$ cat src/rtl/keypad_scan.sv
// 4x4 matrix keypad scanner: walks one active-low column per slot, resolves one key
// per frame with ghost rejection, and debounces across whole frames into kb_out.
module keypad_scan #(
  parameter int SCAN_DIV        = 50000,
  parameter int DEBOUNCE_FRAMES = 20
) (
  input  logic       clk,
  input  logic       reset,
  input  logic [3:0] row_in,
  output logic [3:0] col_out,
  output logic [3:0] kb_out,
  output logic       key_strobe
);

  localparam int             SW        = (SCAN_DIV > 1) ? $clog2(SCAN_DIV) : 1;
  localparam logic [SW-1:0]  SLOT_LAST = SW'(SCAN_DIV - 1);
  localparam logic [7:0]     DB        = 8'(DEBOUNCE_FRAMES);
  localparam logic [3:0]     NO_KEY    = 4'hf;

  typedef enum logic [1:0] {RELEASED, PRESS_CHK, HELD, RELEASE_CHK} state_t;

  function automatic logic [3:0] key_code(input logic [1:0] r, input logic [1:0] c);
    case ({r, c})
      4'h0: key_code = 4'h1;  4'h1: key_code = 4'h2;  4'h2: key_code = 4'h3;  4'h3: key_code = 4'ha;
      4'h4: key_code = 4'h4;  4'h5: key_code = 4'h5;  4'h6: key_code = 4'h6;  4'h7: key_code = 4'hb;
      4'h8: key_code = 4'h7;  4'h9: key_code = 4'h8;  4'ha: key_code = 4'h9;  4'hb: key_code = 4'hc;
      4'hc: key_code = 4'he;  4'hd: key_code = 4'h0;  4'he: key_code = 4'hf;  default: key_code = 4'hd;
    endcase
  endfunction

  logic [3:0]    row_meta_reg, row_sync_reg;
  logic [SW-1:0] slot_reg;
  logic [1:0]    col_reg;
  logic [1:0]    hit_cnt_reg;
  logic [3:0]    hit_code_reg;
  state_t        state_reg, state_next;
  logic [3:0]    cand_reg, cand_next;
  logic [7:0]    cnt_reg, cnt_next;
  logic [3:0]    kb_reg, kb_next;
  logic          strobe_reg, strobe_next;

  logic          sample, frame_done;
  logic [3:0]    hit_row;
  logic [2:0]    col_cnt, total;
  logic [3:0]    col_code, frame_code, frame_result;
  logic [7:0]    cnt_inc;

  assign col_out    = ~(4'b0001 << col_reg);
  assign kb_out     = kb_reg;
  assign key_strobe = strobe_reg;
  assign sample     = (slot_reg == SLOT_LAST);
  assign frame_done = sample && (col_reg == 2'd3);

  // Row 3 of column 2 is the '#' position, which never counts as a hit.
  generate
    for (genvar gi = 0; gi < 4; gi++) begin : g_hit
      assign hit_row[gi] = !row_sync_reg[gi] && !(gi == 3 && col_reg == 2'd2);
    end
  endgenerate

  always_comb begin
    col_cnt  = 3'(hit_row[0]) + 3'(hit_row[1]) + 3'(hit_row[2]) + 3'(hit_row[3]);
    col_code = NO_KEY;
    for (int r = 3; r >= 0; r--) begin
      if (hit_row[r]) col_code = key_code(2'(r), col_reg);
    end
    total        = {1'b0, hit_cnt_reg} + col_cnt;
    frame_code   = (col_cnt == 3'd1) ? col_code : hit_code_reg;
    frame_result = (total == 3'd1) ? frame_code : NO_KEY;
  end

  always_ff @(posedge clk or negedge reset) begin
    if (!reset) begin
      row_meta_reg <= 4'hf;
      row_sync_reg <= 4'hf;
      slot_reg     <= '0;
      col_reg      <= 2'd0;
      hit_cnt_reg  <= 2'd0;
      hit_code_reg <= NO_KEY;
    end else begin
      row_meta_reg <= row_in;
      row_sync_reg <= row_meta_reg;
      if (sample) begin
        slot_reg <= '0;
        col_reg  <= col_reg + 2'd1;
        if (frame_done) begin
          hit_cnt_reg  <= 2'd0;
          hit_code_reg <= NO_KEY;
        end else begin
          // Hit count saturates at 2: anything beyond one hit is a ghost.
          hit_cnt_reg  <= (total >= 3'd2) ? 2'd2 : total[1:0];
          hit_code_reg <= frame_code;
        end
      end else begin
        slot_reg <= slot_reg + SW'(1);
      end
    end
  end

  always_ff @(posedge clk or negedge reset) begin
    if (!reset) begin
      state_reg  <= RELEASED;
      cand_reg   <= NO_KEY;
      cnt_reg    <= 8'd0;
      kb_reg     <= NO_KEY;
      strobe_reg <= 1'b0;
    end else begin
      state_reg  <= state_next;
      cand_reg   <= cand_next;
      cnt_reg    <= cnt_next;
      kb_reg     <= kb_next;
      strobe_reg <= strobe_next;
    end
  end

  assign cnt_inc = (cnt_reg == 8'hff) ? 8'hff : cnt_reg + 8'd1;

  always_comb begin
    state_next  = state_reg;
    cand_next   = cand_reg;
    cnt_next    = cnt_reg;
    kb_next     = kb_reg;
    strobe_next = 1'b0;
    if (frame_done) begin
      case (state_reg)
        RELEASED: if (frame_result != NO_KEY) begin
          cand_next = frame_result;
          cnt_next  = 8'd1;
          if (DB == 8'd1) begin
            kb_next     = frame_result;
            strobe_next = 1'b1;
            state_next  = HELD;
          end else begin
            state_next = PRESS_CHK;
          end
        end
        PRESS_CHK: begin
          if (frame_result == cand_reg) begin
            cnt_next = cnt_inc;
            if (cnt_inc >= DB) begin
              kb_next     = cand_reg;
              strobe_next = 1'b1;
              state_next  = HELD;
            end
          end else if (frame_result == NO_KEY) begin
            cnt_next   = 8'd0;
            state_next = RELEASED;
          end else begin
            cand_next = frame_result;
            cnt_next  = 8'd1;
          end
        end
        HELD: if (frame_result != kb_reg) begin
          cnt_next = 8'd1;
          if (DB == 8'd1) begin
            kb_next    = NO_KEY;
            state_next = RELEASED;
          end else begin
            state_next = RELEASE_CHK;
          end
        end
        default: begin
          // Any other code, including a new key, only advances the release.
          if (frame_result != kb_reg) begin
            cnt_next = cnt_inc;
            if (cnt_inc >= DB) begin
              kb_next    = NO_KEY;
              state_next = RELEASED;
            end
          end else begin
            cnt_next   = 8'd0;
            state_next = HELD;
          end
        end
      endcase
    end
  end

endmodule

$ cat config.mk
export PLATFORM = sky130hd
export DESIGN_NAME = keypad_scan
export DESIGN_NICKNAME = d
export VERILOG_FILES = /design/src/rtl/keypad_scan.sv
export SDC_FILE = /design/constraint.sdc
export NUM_CORES = 1
export LEC_CHECK = 0
export ABC_AREA = 1
export BUFFER_PORTS_ARGS = -buffer_cell sky130_fd_sc_hd__buf_4
export CAP_MARGIN = 20
export CORE_MARGIN = 1.5
export CORE_UTILIZATION = 61
export DETAILED_ROUTE_END_ITERATION = 8
export GPL_TIMING_DRIVEN = 1
export PLACE_DENSITY = 0.79
export SETUP_SLACK_MARGIN = 0.02
export SLEW_MARGIN = 5
export SYNTH_ARGS = -nofsm -noshare
export SYNTH_HDL_FRONTEND = slang
export SYNTH_SLANG_ARGS = --single-unit
$ cat constraint.sdc
create_clock -name clk -period 4.6 [get_ports clk]
set_input_delay 0.23 -clock clk [delete_from_list [all_inputs] [get_ports clk]]
set_output_delay 0.23 -clock clk [all_outputs]
set_load 0.005 [all_outputs]
==> flow_summary.yaml <==
setup_path:
  rr_endpoint: "cand_reg[1]$_DFFE_PN1P_"
  endpoint: "cand_reg[1]$_DFFE_PN1P_"
  crit_path_end_kind: "register"
  timing.reg2reg.setup_slack_ps: 480
  critPathMaxStageDelay_ps: 450
  cp-startpoint: "col_reg[0]$_DFFE_PN0N_"
  worst_setup_path_start_kind: "register"
  worstPathRequired_ps: 4820
  timing.critical_path.buf_inv: 2
  crit_family: "adder cells"
  cp.arrival_ps: 4340
  crit_cells: 18
  crit_slowest_cell: "fa_1"
  cp_max_fo: 11
  cp_cell_sequence: "inv_1, ha_1, nor2_2, fa_1, ha_1, ha_1, fa_1, a21oi_2, nand2_2, nor2_4, nand2_2, inv_1, nand2_1, nand2_1, nor2_1, nand3_2, o2111ai_1, o21ai_0"
  crit_type: "reg -> reg"
  rr_startpoint: "col_reg[0]$_DFFE_PN0N_"
  critPathMostFrequentCell: "ha_1"
  worst-r2r-cell-count: 18
final_layout:
  final_common_cell: "nand2_1"
  nFillCells: 426
  multi_input_area_mm2: 0.001578
  diodes: 0
  fin_nets: 441
  area_growth_pct: 8.907
  largest_register_ffs: 16
  regArea_mm2: 0.001301
  drive_gt1_share_pct: 19.33
  final_cell_mix: "nand2_1, inv_1, nor2_1, dfrtp_1, nand3_1"
  final_util_pct: 68.26
  design_area_mm2: 0.003442
cts:
  cts_tree: "built"
  clock-sinks: 51
  clk_pin_slew_ps: 100
  cts_root_buf: "clkbuf_8"
  clock_latency_ps: 300
  clockBufferDepth: 2
  htreeDepth: 2
  cts_buffers: 5
sta:
  final_max_slew_viol_count: 0
  clock-skew-final_ps: 7.970
  tightest_slew_ps: 618.0
  final-hold-violation-count: 0
  period_minus_slack_ps: 4119
  fin_tns_setup_ps: 0
  rsz0062_at_grt: "false"
  fin_crit_sh_pct: 89.54
  fmax_mhz: 242.8
  setup-violations-final: 0
  worst_slew_margin_rel_pct: 58.80
logic_synthesis:
  yosys_register_bits: 51
  synth_cell_types: 40
  synth_nets: 423
  yosysSeqAreaShare_pct: 41.17
  yosys_warnings: 0
  syn_inst: 400
  avgSynthCellArea_um2: 7.901
  syn_area_mm2: 0.003161
job:
  maxCapViolations: 0
detailed_routing:
  drtIter0Drc: 170
  drtPass1Iterations: 4
  avgRoutedWirePerCell_um: 12.11
  routed_wl_mm: 5.920
  route.vias.total: 2528
  ant_nets: 0
  viasPerCell: 5.170
  drcViolationCount: 0
global_route:
  grt_pass1_vias: 2402
  overflow: 0
  grt_usage_pct: 23.01
  antenna_found_initial: 0
  grt_pass1_wl_mm: 10.07
  grt_max_degree: 52
floorplanning:
  die_area_mm2: 0.005622
  die_w_um: 74.98
  coreArea_mm2: 0.005042
  pin_count: 15
  rows: 26
  start_util_pct: 62.68
  die_h_um: 74.98
placement:
  dpl_cell_area_mm2: 0.003319
  io_buffers: 14
  dp_hpwl_mm: 4.454
  place_congestion: 0.8508
pwr:
  peakVddDrop_v: 0.0001789
  power_density_mw_per_mm2: 258.7
  leakagePower_nw: 1.655
  p_total_uw: 890.4
hold_path:
  hold_class: "in -> reg"
outcome:
  status: "finished clean"
[per-layer routing]
layer / track usage (%) / up-vias / share of wire, %
li1: - / 1311 / -
met1: 28.62 / 1183 / 47
met2: 40.31 / 32 / 51
met3: 3.882 / 2 / 2.1
met4: 8.081 / 0 / 0.37
met5: 0 / - / 0
[metrics by stage]
| step | std cells | hold WS [ps] | setup slack [ps] |
|---|---|---|---|
| global route | 489 | 5.400 | 101.7 |
| finish | 489 | 23.96 | 481.3 |
| detailed placement | 480 | 294.7 | 483.6 |
| CTS | 489 | 11.19 | 455.6 |
| global placement | 480 | 288.4 | 628.4 |
| floorplan | 400 | -65.59 | 896.7 |
[logic make-up after synthesis]
family	count (synthesis)	synth area share (%)
and+or+nand+nor	206	32.07
buffers and inverters	70	8.907
AOI/OAI and AO/OA	51	9.264
DFF	51	41.17
adders and majority gates	17	7.205
xor gates and xnor gates	5	1.386
[where the power goes]
part           switching (mW)  internal, mW  total, mW
combinational          0.0783        0.0358      0.114
sequential            0.00282         0.455      0.458
clock                   0.156         0.162      0.318
total                   0.237         0.653      0.890
[worst register-to-register path: cells and delay by family (launching register included)]
family                   cells  cell delay (ps)
buffers and inverters        2              210
flip-flops                   1              440
AO/OA/AOI/OAI                3              730
adder cells (fa/ha/maj)      5             1710
AND/OR/NAND/NOR              8              960
[synth_stat cells, drive strengths merged]
cell	number	share of area (%)
a21oi	12	2.1
a22o	1	0.32
a22oi	3	0.71
a31oi	2	0.40
buf	3	0.95
clkbuf	1	0.12
clkinv	1	0.12
dfrtp	31	25
dfstp	20	17
fa	2	1.3
ha	15	5.9
inv	65	7.7
nand2	103	13
nand3	36	7.3
nand3b	1	0.63
nand4	8	1.8
nor2	46	6.8
nor3	6	0.95
nor3b	1	0.24
nor4	2	0.79
o2111ai	1	0.28
o21a	1	0.24
o21ai	30	5.0
o22ai	1	0.20
or2	3	0.59
xnor2	1	0.28
xor2	4	1.1
[worst min path at each step]
stage	start	to	slack (ps)	cells after the start
CTS	row_in[3]	row_meta_reg[3]$_DFF_PN1_	10	1
global placement	reset	hit_cnt_reg[1]$_DFFE_PN0N_	290	1
detailed placement	reset	hit_cnt_reg[1]$_DFFE_PN0N_	290	1
floorplan	reset	cnt_reg[0]$_DFFE_PN0P_	-70	0
global route	row_in[1]	row_meta_reg[1]$_DFF_PN1_	5	1
finish	row_in[1]	row_meta_reg[1]$_DFF_PN1_	20	1
[timing repair]
action,in CTS,in global routing
endpoints found under the hold margin,31,0
setup buffers,0,0
hold buffers,1,0
gates resized for setup,0,0
[final cells by class]
type                    instances  area share, %
clock buffers                   5          1.999
repair buffers                 15          3.344
flip-flops and latches         51          37.80
well taps                      70          2.545
inverters                      66          7.197
multi-input cells             279          45.84
clock inverters                 3          1.272
Power figures use the tool's default switching activity.
